**src/rtl/tour_cmd_responder_if.sv**
```systemverilog
// Move-command handshake between a command source (master) and the responder (slave).
interface tour_cmd_responder_if;
  logic [15:0] cmd;
  logic        cmd_rdy;
  logic        clr_cmd_rdy;
  logic        send_resp;

  modport master (output cmd, cmd_rdy, input clr_cmd_rdy, send_resp);
  modport slave  (input cmd, cmd_rdy, output clr_cmd_rdy, send_resp);
endinterface

```
**src/rtl/tour_cmd_responder.sv**
```systemverilog
// Far-end move-command responder: emulates execution, tracks the knight, logs re-encoded moves; VISIT_CHK_EN adds revisit detection.
// Latency: clr_cmd_rdy one cycle after cmd_rdy is taken, send_resp 2+squares*SQ_CYCLES cycles after; cmd_rdy is held off (ignored) until IDLE.
module tour_cmd_responder #(
  parameter int SQ_CYCLES = 16,
  parameter int LOG_DEPTH = 24
) (
  input  logic                     clk,
  input  logic                     rst_n,
  tour_cmd_responder_if.slave      bus,
  input  logic                     load,
  input  logic [2:0]               start_x,
  input  logic [2:0]               start_y,
  output logic [2:0]               x_pos,
  output logic [2:0]               y_pos,
  input  logic [4:0]               rd_indx,
  output logic [7:0]               rd_move,
  output logic [4:0]               mv_cnt,
  output logic                     tour_done,
  output logic                     err_illegal,
  output logic                     err_revisit
);

  localparam logic [1:0] IDLE   = 2'd0;
  localparam logic [1:0] ACCEPT = 2'd1;
  localparam logic [1:0] EXEC   = 2'd2;
  localparam logic [1:0] RESP   = 2'd3;
  localparam logic [4:0] DEPTH5 = 5'(LOG_DEPTH);

  logic [1:0]        state;
  logic [15:0]       cmd_q;
  logic [7:0]        cnt;
  logic [7:0]        prod;
  logic              pair_vld;
  logic              pair_is_h;
  logic signed [2:0] pair_d;
  logic [7:0]        log_mem [LOG_DEPTH];

  logic [3:0]        opc;
  logic [7:0]        hd;
  logic [3:0]        sq;
  logic              is_v, is_h, is_mv, neg, sq_ok, in_rng;
  logic [2:0]        mag, cur;
  logic signed [2:0] d, dx, dy;
  logic [3:0]        tgt;
  logic [7:0]        code;
  logic              resp_act, mv_ok, pair_done, log_we;
  logic [2:0]        clamp_x, clamp_y;

  assign opc   = cmd_q[15:12];
  assign hd    = cmd_q[11:4];
  assign sq    = cmd_q[3:0];
  assign is_v  = (opc == 4'b0010) && ((hd == 8'h00) || (hd == 8'h7F));
  assign is_h  = (opc == 4'b0011) && ((hd == 8'hBF) || (hd == 8'h3F));
  assign is_mv = is_v || is_h;
  assign neg   = is_h ? (hd == 8'h3F) : (hd == 8'h7F);
  assign sq_ok = (sq == 4'd1) || (sq == 4'd2);
  assign mag   = {1'b0, sq[1:0]};
  assign d     = neg ? -$signed(mag) : $signed(mag);
  assign cur   = is_h ? x_pos : y_pos;
  // 4-bit wrap makes a negative target land above 4, so one compare covers both edges
  assign tgt    = {1'b0, cur} + {d[2], d};
  assign in_rng = (tgt <= 4'd4);
  assign dx     = is_h ? d : pair_d;
  assign dy     = is_h ? pair_d : d;
  assign prod   = 8'(int'(sq) * SQ_CYCLES);

  // Non-knight deltas (|dx|==|dy|) fall through to zero
  always_comb begin
    code = 8'h00;
    case ({dx, dy})
      6'b111_010: code = 8'h01;
      6'b001_010: code = 8'h02;
      6'b110_001: code = 8'h04;
      6'b110_111: code = 8'h08;
      6'b111_110: code = 8'h10;
      6'b001_110: code = 8'h20;
      6'b010_111: code = 8'h40;
      6'b010_001: code = 8'h80;
      default:    code = 8'h00;
    endcase
  end

  assign resp_act  = (state == RESP) && !load;
  assign mv_ok     = resp_act && is_mv && sq_ok && in_rng;
  assign pair_done = mv_ok && pair_vld && (pair_is_h != is_h);
  assign log_we    = pair_done && (code != 8'h00) && !tour_done;

  assign clamp_x   = (start_x > 3'd4) ? 3'd4 : start_x;
  assign clamp_y   = (start_y > 3'd4) ? 3'd4 : start_y;

  assign bus.clr_cmd_rdy = (state == ACCEPT);
  assign bus.send_resp   = resp_act;
  assign tour_done       = (mv_cnt == DEPTH5);
  assign rd_move         = (rd_indx < DEPTH5) ? log_mem[rd_indx] : 8'h00;

  always_ff @(posedge clk or negedge rst_n) begin
    if (!rst_n) begin
      state       <= IDLE;
      cmd_q       <= 16'h0000;
      cnt         <= 8'h00;
      x_pos       <= 3'd0;
      y_pos       <= 3'd0;
      mv_cnt      <= 5'd0;
      err_illegal <= 1'b0;
      pair_vld    <= 1'b0;
      pair_is_h   <= 1'b0;
      pair_d      <= 3'sd0;
    end else if (load) begin
      state       <= IDLE;
      x_pos       <= clamp_x;
      y_pos       <= clamp_y;
      mv_cnt      <= 5'd0;
      err_illegal <= 1'b0;
      pair_vld    <= 1'b0;
    end else begin
      case (state)
        IDLE: if (bus.cmd_rdy) begin
          cmd_q <= bus.cmd;
          state <= ACCEPT;
        end
        ACCEPT: begin
          cnt   <= prod;
          state <= (prod == 8'h00) ? RESP : EXEC;
        end
        EXEC: if (cnt <= 8'd1) state <= RESP;
              else             cnt   <= cnt - 8'd1;
        RESP: begin
          state <= IDLE;
          if (is_mv) begin
            if (!sq_ok || !in_rng) begin
              err_illegal <= 1'b1;
              pair_vld    <= 1'b0;
            end else begin
              if (is_h) x_pos <= tgt[2:0];
              else      y_pos <= tgt[2:0];
              if (pair_done) begin
                pair_vld <= 1'b0;
                if ((code == 8'h00) || tour_done) err_illegal <= 1'b1;
                else                              mv_cnt      <= mv_cnt + 5'd1;
              end else begin
                // Same-axis repeat replaces the stale half
                if (pair_vld) err_illegal <= 1'b1;
                pair_vld  <= 1'b1;
                pair_is_h <= is_h;
                pair_d    <= d;
              end
            end
          end
        end
        default: state <= IDLE;
      endcase
    end
  end

  always_ff @(posedge clk) begin
    if (log_we) log_mem[mv_cnt] <= code;
  end

`ifdef VISIT_CHK_EN
  logic [24:0] visited;
  logic [2:0]  nx, ny;
  logic [4:0]  land_idx, start_idx;

  assign nx        = is_h ? tgt[2:0] : x_pos;
  assign ny        = is_h ? y_pos : tgt[2:0];
  assign land_idx  = 5'(ny) * 5'd5 + 5'(nx);
  assign start_idx = 5'(clamp_y) * 5'd5 + 5'(clamp_x);

  always_ff @(posedge clk or negedge rst_n) begin
    if (!rst_n) begin
      visited     <= 25'd0;
      err_revisit <= 1'b0;
    end else if (load) begin
      visited     <= 25'd1 << start_idx;
      err_revisit <= 1'b0;
    end else if (log_we) begin
      if (visited[land_idx]) err_revisit <= 1'b1;
      visited[land_idx] <= 1'b1;
    end
  end
`else
  assign err_revisit = 1'b0;
`endif

endmodule
```
**src/flat_wrapper.sv**
```systemverilog
// flat-port wrapper written by rule: the top's interface ports become plain ports
module tour_cmd_responder_flat 
#(
  parameter int SQ_CYCLES = 16,
  parameter int LOG_DEPTH = 24
)
  (clk, rst_n, load, start_x, start_y, x_pos, y_pos, rd_indx, rd_move, mv_cnt, tour_done, err_illegal, err_revisit, bus_cmd, bus_cmd_rdy, bus_clr_cmd_rdy, bus_send_resp);
  tour_cmd_responder_if bus_i ();
  input  logic clk;
  input  logic rst_n;
  input  logic load;
  input  logic [2:0] start_x;
  input  logic [2:0] start_y;
  output logic [2:0] x_pos;
  output logic [2:0] y_pos;
  input  logic [4:0] rd_indx;
  output logic [7:0] rd_move;
  output logic [4:0] mv_cnt;
  output logic tour_done;
  output logic err_illegal;
  output logic err_revisit;
  input wire logic [$bits(bus_i.cmd)-1:0] bus_cmd;
  input wire logic [$bits(bus_i.cmd_rdy)-1:0] bus_cmd_rdy;
  output wire logic [$bits(bus_i.clr_cmd_rdy)-1:0] bus_clr_cmd_rdy;
  output wire logic [$bits(bus_i.send_resp)-1:0] bus_send_resp;
  assign bus_i.cmd = bus_cmd;
  assign bus_i.cmd_rdy = bus_cmd_rdy;
  assign bus_clr_cmd_rdy = bus_i.clr_cmd_rdy;
  assign bus_send_resp = bus_i.send_resp;
  tour_cmd_responder #(.SQ_CYCLES(SQ_CYCLES), .LOG_DEPTH(LOG_DEPTH)) u_core (.clk(clk), .rst_n(rst_n), .bus(bus_i), .load(load), .start_x(start_x), .start_y(start_y), .x_pos(x_pos), .y_pos(y_pos), .rd_indx(rd_indx), .rd_move(rd_move), .mv_cnt(mv_cnt), .tour_done(tour_done), .err_illegal(err_illegal), .err_revisit(err_revisit));
endmodule
```
**config.mk**
```make
export PLATFORM = sky130hd
export DESIGN_NAME = tour_cmd_responder_flat
export DESIGN_NICKNAME = d
export VERILOG_FILES = /design/src/rtl/tour_cmd_responder_if.sv /design/src/rtl/tour_cmd_responder.sv /design/src/flat_wrapper.sv
export SDC_FILE = /design/constraint.sdc
export NUM_CORES = 1
export LEC_CHECK = 0
export BUFFER_PORTS_ARGS = -buffer_cell sky130_fd_sc_hd__buf_2
export CAP_MARGIN = 20
export CORE_AREA = 2 2 134 136
export CTS_CLUSTER_DIAMETER = 100
export DETAILED_ROUTE_END_ITERATION = 10
export DIE_AREA = 0 0 136 138
export PLACE_DENSITY_LB_ADDON = 0.08
export RECOVER_POWER = 50
export SYNTH_ARGS = -nofsm -noshare
export SYNTH_HDL_FRONTEND = slang
export SYNTH_SLANG_ARGS = --single-unit
```
**constraint.sdc**
```tcl
create_clock -name clk -period 4.2 [get_ports clk]
set_clock_uncertainty 0.1 [all_clocks]
set_input_delay 0.84 -clock clk [delete_from_list [all_inputs] [get_ports clk]]
set_output_delay 0.84 -clock clk [all_outputs]
set_load 0.05 [all_outputs]
```
==> results of run 1 <==
==> power by group <==
part / leakage (nW) / total [mW] / switching [mW] / internal (mW)
logic: 1.49 / 1.02 / 0.600 / 0.418
clock network: 0.422 / 2.28 / 0.928 / 1.35
registers: 2.03 / 2.79 / 0.138 / 2.65
total: 3.94 / 6.09 / 1.67 / 4.42
==> flip-flops by register name, indices dropped and copies added (netlist names) <==
register            cells
u_core.log_mem        192
u_core.err_illegal      1
u_core.cnt              8
u_core.cmd_q           16
u_core.pair_vld         1
u_core.x_pos            3
u_core.y_pos            3
u_core.pair_d           3
u_core.state            2
u_core.mv_cnt           5
u_core.pair_is_h        1
==> cell usage after synthesis, drive strengths merged (5+ instances only) <==
library cell | count | area [um2]
or3 | 7 | 43.8
buf | 16 | 88.8
mux2i | 17 | 174
mux2 | 28 | 315
nand3 | 7 | 35.0
nor3b | 5 | 37.5
inv | 26 | 97.6
clkbuf | 13 | 48.8
nor3 | 8 | 40.0
o22ai | 13 | 81.3
nor2 | 23 | 86.3
and3 | 26 | 163
nor2b | 8 | 50.1
mux4 | 56 | 1260
edfxtp | 192 | 5770
o21ai | 15 | 75.1
nand2b | 8 | 50.1
nand2 | 23 | 86.3
a21oi | 16 | 91.3
a21o | 6 | 45.0
dfrtp | 43 | 1080
ha | 17 | 213
==> logic make-up after synthesis <==
kind of cell	count (synthesis)	synth area share, %
mux	101	16.9
simple gates	144	8.01
xor+xnor	3	0.254
fa+ha+maj	18	2.25
other cells	1	0.0363
buf+inv	55	2.27
compound gates	64	4.09
flops	235	66.2
==> per-stage QoR <==
step	cells	power [mW]	hold slack, ps
3_3_place_gp	891	3.83	391
2_1_floorplan	621	3.58	385
5_1_grt	937	6.34	436
6_report	937	6.09	431
3_5_place_dp	891	3.87	407
4_1_cts	937	6.14	405
==> worst min-delay path by stage <==
stage / start / endpoint / slack (ps) / cells after the start
4_1_cts: rst_n / u_core.cmd_q[14]$_DFFE_PN0P_ / 400 / 1
5_1_grt: bus_cmd[0] / u_core.cmd_q[0]$_DFFE_PN0P_ / 440 / 2
3_5_place_dp: u_core.pair_is_h$_DFFE_PN0P_ / u_core.pair_is_h$_DFFE_PN0P_ / 410 / 1
2_1_floorplan: u_core.pair_d[0]$_DFFE_PN0P_ / u_core.pair_d[0]$_DFFE_PN0P_ / 390 / 2
3_3_place_gp: u_core.err_illegal$_DFFE_PN0P_ / u_core.err_illegal$_DFFE_PN0P_ / 390 / 2
6_report: u_core.pair_is_h$_DFFE_PN0P_ / u_core.pair_is_h$_DFFE_PN0P_ / 430 / 1
==> metal layers <==
metal,track usage (%),vias to the layer above,share of wire (%)
met1,36.3,2981,39
met2,42.0,334,49
met4,10.4,0,3.8
li1,-,2579,-
met5,0,-,0
met3,5.06,56,8.1
==> layout make-up <==
type | count | area (um2)
Sequential cell | 235 | 6840
Multi-Input combinational cell | 331 | 3280
Timing Repair Buffer | 70 | 362
Clock inverter | 19 | 224
Fill cell | 1263 | 5810
Tap cell | 229 | 287
Inverter | 26 | 97.6
Clock buffer | 27 | 633
==> repair_timing <==
item / 4_1_cts / 5_1_grt
setup buffers: 0 / 0
resized for setup: 0 / 17
setup endpoints to repair: 0 / 126
==> impl_metrics.csv, run 1 <==
group,metric,value,unit
setup_path,cp_slowest_cell,"dfrtp_1",
grt,antenna_found_initial,0,
pwr,p_per_area,519,nW/um2
synthesis,yosysUniqueCellTypes,59,
setup_path,crit_path_start,"u_core.cmd_q[14]$_DFFE_PN0P_",
setup_path,rr_worst_depth,12,
setup_path,required,4290,ps
route,drt_iter0_drc,536,
layout,area_delta_synth_final,13.4,%
setup_path,crit_arrival,4060,ps
setup_path,cp-endpoint,"u_core.log_mem[9][3]$_DFFE_PP_",
synthesis,synth_flop_cell,"edfxtp_1",
grt,grt_max_degree,44,
setup_path,cp_top_family,"simple AND/OR/NAND/NOR gates",
setup_path,timing.rr.end,"u_core.log_mem[9][3]$_DFFE_PP_",
route,avgRoutedWirePerCell,25.3,um
sta,finalHoldViolCount,0,
setup_path,crit_cells,12,
clocking,htreeDepth,1,
sta,fin_crit_sh,94.6,%
die,fp.dieH,138,um
sta,fmax,252,MHz
setup_path,crit_chain,"and4bb_4 > and4_1 > buf_4 > mux2_2 > ha_1 > xnor2_1 > a21oi_1 > o211ai_1 > or2_4 > a21oi_4 > buf_4 > and3_1",
setup_path,critPathBufInv,2,
synthesis,synth_edf_count,192,
die,fp-row-count,49,
setup_path,worstPathMaxFanout,14,
place,dp_slack,251,ps
sta,period_needed,3970,ps
clocking,clk_pin_slew_worst_paths,60,ps
die,start_util,59.0,%
pwr,ir_drop,0.404,mV
setup_path,r2r_start,"u_core.cmd_q[14]$_DFFE_PN0P_",
route,ant_nets,0,
place,post_dp_cell_area,10900,um2
setup_path,start_kind,"flip-flop",
route,viasPerCell,6.35,
layout,layout_commonest_cell,"edfxtp_1",
synthesis,synth_nets,670,
route,via_count,5950,
clocking,clk_latency,530,ps
clocking,cts_buffers,25,
synthesis,avgSynthCellArea,16.7,um2
setup_path,endpoint_kind,"flip-flop",
synthesis,synthArstFlopShare,18.3,%
sta,worst_pin_slew,2340,ps
layout,final_util,66.9,%
synthesis,synth.yosys.seq_area_share,66.2,%
worst_hold_path,min_path_type,"flip-flop to flip-flop",
sta,slew_viol_final,144,
die,die_x,136,um
layout,fin_nets,738,
grt,grtUsageTotal,26.3,%
route,dr.pass1.iters,5,
grt,overflow,0,
synthesis,ys_warn_count,0,
setup_path,slowest_delay,400,ps
synthesis,synthCells,621,
place,dp_hpwl,15500,um
clocking,clockBufferDepth,3,
die,die_area,18800,um2
sta,slew_headroom,-56.3,%
flow_run,cap_violations,5,
die,core_region_area,17500,um2
run_status,violations,"max-capacitance violations, max-slew violations",
pwr,power.leakage,3.94,nW
die,io_pins,55,
run_status,status,"finished with violations",
layout,antenna_cells,0,
synthesis,syn_area,10300,um2
sta,setup_viol_count_final,0,
clocking,cts_hold_buf,0,
place,globalplace.congestion,0.962,
grt,grt_pass1_wl,36000,um
route,wl,23700,um
synthesis,ys_ff_latch,235,
sta,finalSetupTns,0,ps
sta,fin_ws,228,ps
setup_path,worst-r2r-setup-slack,230,ps
layout,final_cell_area,11700,um2
setup_path,crit_top_cell,"buf_4",
layout,drive_above_1_share,28.0,%
setup_path,worstSetupPathType,"flip-flop to flip-flop",
grt,grt_pass1_vias,5991,
clocking,cts_tree,"done",
clocking,clock_sinks,235,
clocking,cts_root_buf,"clkbuf_16",
place,io_buffers,53,
layout,final_cell_mix,"edfxtp_1, mux4_2, dfrtp_1",
route,drc,0,
No activity file was read; power rests on OpenSTA's default activity.
==> run 2: changes to the inputs <==
BUFFER_PORTS_ARGS = -buffer_cell sky130_fd_sc_hd__buf_4   (was -buffer_cell sky130_fd_sc_hd__buf_2)
CORE_AREA = 2 2 164 166   (was 2 2 134 136)
DIE_AREA = 0 0 166 168   (was 0 0 136 138)
==> run 2 against run 1 <==
Effect of this change:
- the flow still finishes with violations (max-capacitance violations, max-slew violations)
- sequential share of layout area shrank 1.6 points
- routed wire length up 5.8%
- final cell count grew 12%
- cell area increased by 2.8%
- power grew 4.1%
- largest power group unchanged
- highest routed layer unchanged
==> impl_metrics.csv, run 2 (synthesis gave the netlist of run 1 again) <==
group,metric,value,unit
layout,largest_register_ffs,192,
die,die_area,27900,um2
sta,period_needed,3950,ps
route,via_count,5761,
sta,rsz0062_at_grt,"no",
clocking,postCtsSetupBuffers,0,
die,start_util,39.2,%
layout,layout_commonest_cell,"edfxtp_1",
route,viasPerCell,5.48,
setup_path,r2r_start,"u_core.cmd_q[14]$_DFFE_PN0P_",
sta,fmax,253,MHz
clocking,clock_sinks,235,
clocking,cts_root_buf,"clkbuf_16",
grt,antenna_found_initial,1,
grt,grt_max_degree,44,
route,drc,0,
place,post_dp_cell_area,11200,um2
setup_path,worstSetupPathType,"flip-flop to flip-flop",
clocking,clk_latency,520,ps
setup_path,start_kind,"flip-flop",
die,fp.dieH,168,um
clocking,cts_tree,"done",
grt,overflow,0,
layout,fin_nets,739,
layout,final_cell_area,12100,um2
place,io_buffers,53,
sta,worst_pin_slew,2470,ps
layout,drive_above_1_share,27.3,%
route,ant_nets,0,
sta,setup_viol_count_final,0,
setup_path,endpoint_kind,"flip-flop",
setup_path,worstPathMaxFanout,17,
grt,grtUsageTotal,18.3,%
setup_path,crit_path_start,"u_core.cmd_q[14]$_DFFE_PN0P_",
pwr,p_per_area,526,nW/um2
sta,finalSetupTns,0,ps
flow_run,cap_violations,2,
layout,largest_register,"u_core.log_mem",
grt,grt_pass1_wl,38500,um
layout,multiInputGateArea,3270,um2
layout,reg_top3,"u_core.log_mem: 192 flops, u_core.cmd_q: 16 flops, u_core.cnt: 8 flops",
layout,fillers,2311,
die,core_region_area,26400,um2
clocking,cts_hold_buf,0,
route,avgRoutedWirePerCell,23.8,um
sta,slew_viol_final,69,
run_status,status,"finished with violations",
clocking,clk_pin_slew_worst_paths,60,ps
run_status,violations,"max-capacitance violations, max-slew violations",
clocking,clockBufferDepth,3,
worst_hold_path,min_path_type,"flip-flop to flip-flop",
die,fp-row-count,60,
place,globalplace.congestion,0.786,
setup_path,required,4310,ps
layout,final_cell_mix,"edfxtp_1, mux4_2, buf_4",
die,die_x,166,um
layout,area_delta_synth_final,16.6,%
sta,slew_headroom,-64.4,%
sta,finalHoldViolCount,0,
grt,grt_pass1_vias,6058,
worst_hold_path,hp-start,"u_core.pair_is_h$_DFFE_PN0P_",
setup_path,crit_arrival,4070,ps
route,dr.pass1.iters,5,
pwr,power.leakage,4.03,nW
pwr,ir_drop,0.340,mV
place,dp_cells,1003,
layout,final_cells,1051,
route,wl,25100,um
clocking,htreeDepth,1,
sta,fin_crit_sh,94.2,%
die,io_pins,55,
layout,seq_area,6840,um2
place,dp_hpwl,16900,um
layout,antenna_cells,0,
route,drt_iter0_drc,461,
clocking,cts_buffers,26,
[run 2: report_power, final]
part           internal (mW)  switching (mW)
registers               2.65           0.135
logic                  0.432           0.598
clock network           1.63           0.890
[run 2: per-layer routing]
layer	GRT usage, %	vias up	wire, um
met5	0	-	0
met4	4.16	0	452
met3	3.48	37	1590
met2	31.0	203	12400
met1	24.7	2940	10600
li1	-	2581	-
[run 2: cell type report]
cell class                      count  share of cell area, %
Clock buffer                       34                   5.99
Clock inverter                     14                   2.00
Inverter                           26                  0.809
Multi-Input combinational cell    331                   27.1
Sequential cell                   235                   56.7
Tap cell                          341                   3.54
Timing Repair Buffer               70                   3.77
[run 2: path summary, 6_finish.rpt]
| kind | slack, ps | depth (start not counted) | to |
|---|---|---|---|
| min in group asynchronous | 980 | 1 | u_core.pair_d[1]$_DFFE_PN0P_ |
| setup / recovery | 250 | 13 | u_core.log_mem[8][5]$_DFFE_PP_ |
| hold / removal | 420 | 1 | u_core.pair_is_h$_DFFE_PN0P_ |
| hold reg to reg | 420 | 1 | u_core.pair_is_h$_DFFE_PN0P_ |
| setup reg to reg | 250 | 13 | u_core.log_mem[8][5]$_DFFE_PP_ |
| max in group asynchronous | 1630 | 1 | u_core.mv_cnt[0]$_DFFE_PN0P_ |
[run 2: worst max-delay path, stage by stage, from the launching register on]
cell      delay (ps)
dfrtp_1          390
and4bb_4         380
and4_1           300
mux2_2           190
ha_1             170
inv_1             60
fa_1             540
nand2_1           70
a21oi_1          190
o211ai_1         190
or2_4            320
a21oi_4          130
buf_4            270
and3_2           350
[run 2: what timing repair did]
action                                  CTS  global route
gates resized for setup                   0            15
endpoints found under the setup margin    0           120
hold endpoints to repair                  0             0
[run 2: stage by stage]
stage	power [mW]	worst slack [ps]	hold slack (ps)	utilization, %
floorplan	3.58	264	385	-
global placement	3.89	286	405	42.4
detailed placement	3.91	130	407	42.4
CTS	6.45	113	217	46.1
global route	6.63	8.48	420	45.8
finish	6.34	245	417	45.8
==> run 3: changes to the inputs <==
CAP_MARGIN = 10   (was 20)
PLACE_DENSITY = 0.58   (was default)
PLACE_DENSITY_LB_ADDON = default   (was 0.08)
==> run 3 against run 2 <==
Effect of this change:
- critical path depth unchanged
- the run still ends with max-capacitance violations, max-slew violations left
- power is 6.5% lower
- sequential power barely moved
- core utilization fell by 0.66 points
==> impl_metrics.csv, run 3 (synthesis gave the netlist of run 1 again) <==
group,metric,value,unit
run_status,status,"finished with violations",
run_status,violations,"max-capacitance violations, max-slew violations",
setup_path,worst-r2r-setup-slack,210,ps
clocking,clockBufferDepth,3,
setup_path,crit_chain,"and4bb_4 > and4_1 > mux2_2 > ha_1 > inv_1 > fa_1 > nand2_1 > a21oi_1 > o211ai_1 > or2_4 > a21oi_4 > buf_12 > and3_1",
pwr,ir_drop,0.335,mV
clocking,cts_tree,"done",
setup_path,worstSetupPathType,"flip-flop to flip-flop",
sta,slew_viol_final,217,
clocking,clock_sinks,235,
setup_path,required,4280,ps
die,fp.dieH,168,um
route,drc,0,
worst_hold_path,hold_path_end,"u_core.pair_is_h$_DFFE_PN0P_",
clocking,htreeDepth,1,
die,fp-row-count,60,
clocking,cts_buffers,25,
die,io_pins,55,
pwr,power.leakage,3.92,nW
grt,grt_pass1_wl,37300,um
grt,grtUsageTotal,17.8,%
route,avgRoutedWirePerCell,23.9,um
place,globalplace.congestion,0.846,
grt,overflow,0,
setup_path,start_kind,"flip-flop",
place,io_buffers,53,
layout,fin_nets,735,
sta,finalHoldViolCount,0,
sta,slew_headroom,-58.0,%
layout,multiInputGateArea,3290,um2
worst_hold_path,min_path_type,"flip-flop to flip-flop",
clocking,cts_root_buf,"clkbuf_16",
sta,fin_crit_sh,94.9,%
clocking,clk_latency,520,ps
layout,final_util,45.1,%
setup_path,crit_arrival,4060,ps
layout,seq_area,6840,um2
layout,drive_above_1_share,27.8,%
worst_hold_path,hp-start,"u_core.pair_is_h$_DFFE_PN0P_",
route,dr.pass1.iters,5,
layout,fillers,2273,
setup_path,critPathBufInv,2,
sta,finalSetupTns,0,ps
setup_path,timing.rr.end,"u_core.log_mem[22][3]$_DFFE_PP_",
layout,area_delta_synth_final,14.9,%
setup_path,slowest_delay,530,ps
route,wl,25000,um
sta,rsz0062_at_grt,"no",
flow_run,cap_violations,8,
pwr,p_per_area,499,nW/um2
sta,period_needed,3990,ps
sta,fmax,251,MHz
layout,antenna_cells,0,
route,viasPerCell,5.62,
route,ant_nets,0,
die,die_x,166,um
route,via_count,5882,
layout,final_cell_area,11900,um2
setup_path,worstPathMaxFanout,26,
place,post_dp_cell_area,11200,um2
setup_path,endpoint_kind,"flip-flop",
clocking,clk_pin_slew_worst_paths,60,ps
layout,final_cell_mix,"edfxtp_1, mux4_2, dfrtp_1",
setup_path,r2r_start,"u_core.cmd_q[14]$_DFFE_PN0P_",
die,die_area,27900,um2
place,dp_hpwl,16500,um
layout,layout_commonest_cell,"edfxtp_1",
setup_path,cp_top_family,"simple AND/OR/NAND/NOR gates",
layout,largest_register_ffs,192,
grt,grt_pass1_vias,5958,
layout,reg_top3,"u_core.log_mem: 192 flops, u_core.cmd_q: 16 flops, u_core.cnt: 8 flops",
layout,largest_register,"u_core.log_mem",
sta,worst_pin_slew,2370,ps
die,core_region_area,26400,um2
sta,setup_viol_count_final,0,
setup_path,cp_slowest_cell,"fa_1",
grt,antenna_found_initial,0,
sta,whs,410,ps
worst_hold_path,whs_path_depth,1,
route,drt_iter0_drc,491,
die,start_util,39.2,%
grt,grt_max_degree,49,
setup_path,rr_worst_depth,13,
-- run 3: layout make-up --
cell class	instances	area share, %
sequential	235	57.6
multi-input combinational	331	27.7
clock buffer	30	5.42
timing repair buffer	67	3.70
tap	341	3.59
clock inverter	16	1.24
inverter	26	0.821
-- run 3: per-stage QoR --
| step | worst slack (ps) | std cells | total power [mW] |
|---|---|---|---|
| 2_1_floorplan | 264 | 621 | 3.58 |
| 3_3_place_gp | 342 | 1000 | 3.86 |
| 3_5_place_dp | 234 | 1000 | 3.89 |
| 4_1_cts | 224 | 1046 | 6.01 |
| 5_1_grt | 6.50 | 1046 | 6.19 |
| 6_report | 214 | 1046 | 5.93 |
-- run 3: how the worst max path moves through the flow --
stage	start	endpoint	slack, ps	cells past startpoint
floorplan	rd_indx[1]	rd_move[4]	260	6
global placement	u_core.cmd_q[14]$_DFFE_PN0P_	u_core.log_mem[7][6]$_DFFE_PP_	340	12
detailed placement	u_core.cmd_q[14]$_DFFE_PN0P_	u_core.log_mem[4][3]$_DFFE_PP_	230	12
CTS	u_core.cmd_q[14]$_DFFE_PN0P_	u_core.log_mem[18][0]$_DFFE_PP_	220	13
global route	u_core.cmd_q[14]$_DFFE_PN0P_	u_core.log_mem[22][5]$_DFFE_PP_	7	13
finish	u_core.cmd_q[14]$_DFFE_PN0P_	u_core.log_mem[22][3]$_DFFE_PP_	210	13
-- run 3: report_power, final --
part	switching [mW]	internal, mW
registers	0.144	2.65
clock network	0.881	1.23
logic	0.599	0.424
-- run 3: repair_timing --
item,in CTS,in global routing
hold endpoints to repair,0,0
setup endpoints to repair,0,176
resized for setup,0,22
buffers inserted,0,0
hold buffers,0,0
-- run 3: worst register-to-register path, cell delays in order (launching register included) --
cell and delay (ps):
dfrtp_1 390, and4bb_4 390, and4_1 290, mux2_2 190, ha_1 150, inv_1 50
fa_1 530, nand2_1 70, a21oi_1 190, o211ai_1 190, or2_4 320, a21oi_4 170
buf_12 210, and3_1 410
-- run 3: per-layer routing --
layer | routed length [um] | vias up | track usage, %
met1 | 9910 | 2990 | 23.4
met3 | 1980 | 47 | 3.13
met4 | 724 | 0 | 5.18
met2 | 12300 | 272 | 30.6
met5 | 0 | - | 0
li1 | - | 2573 | -
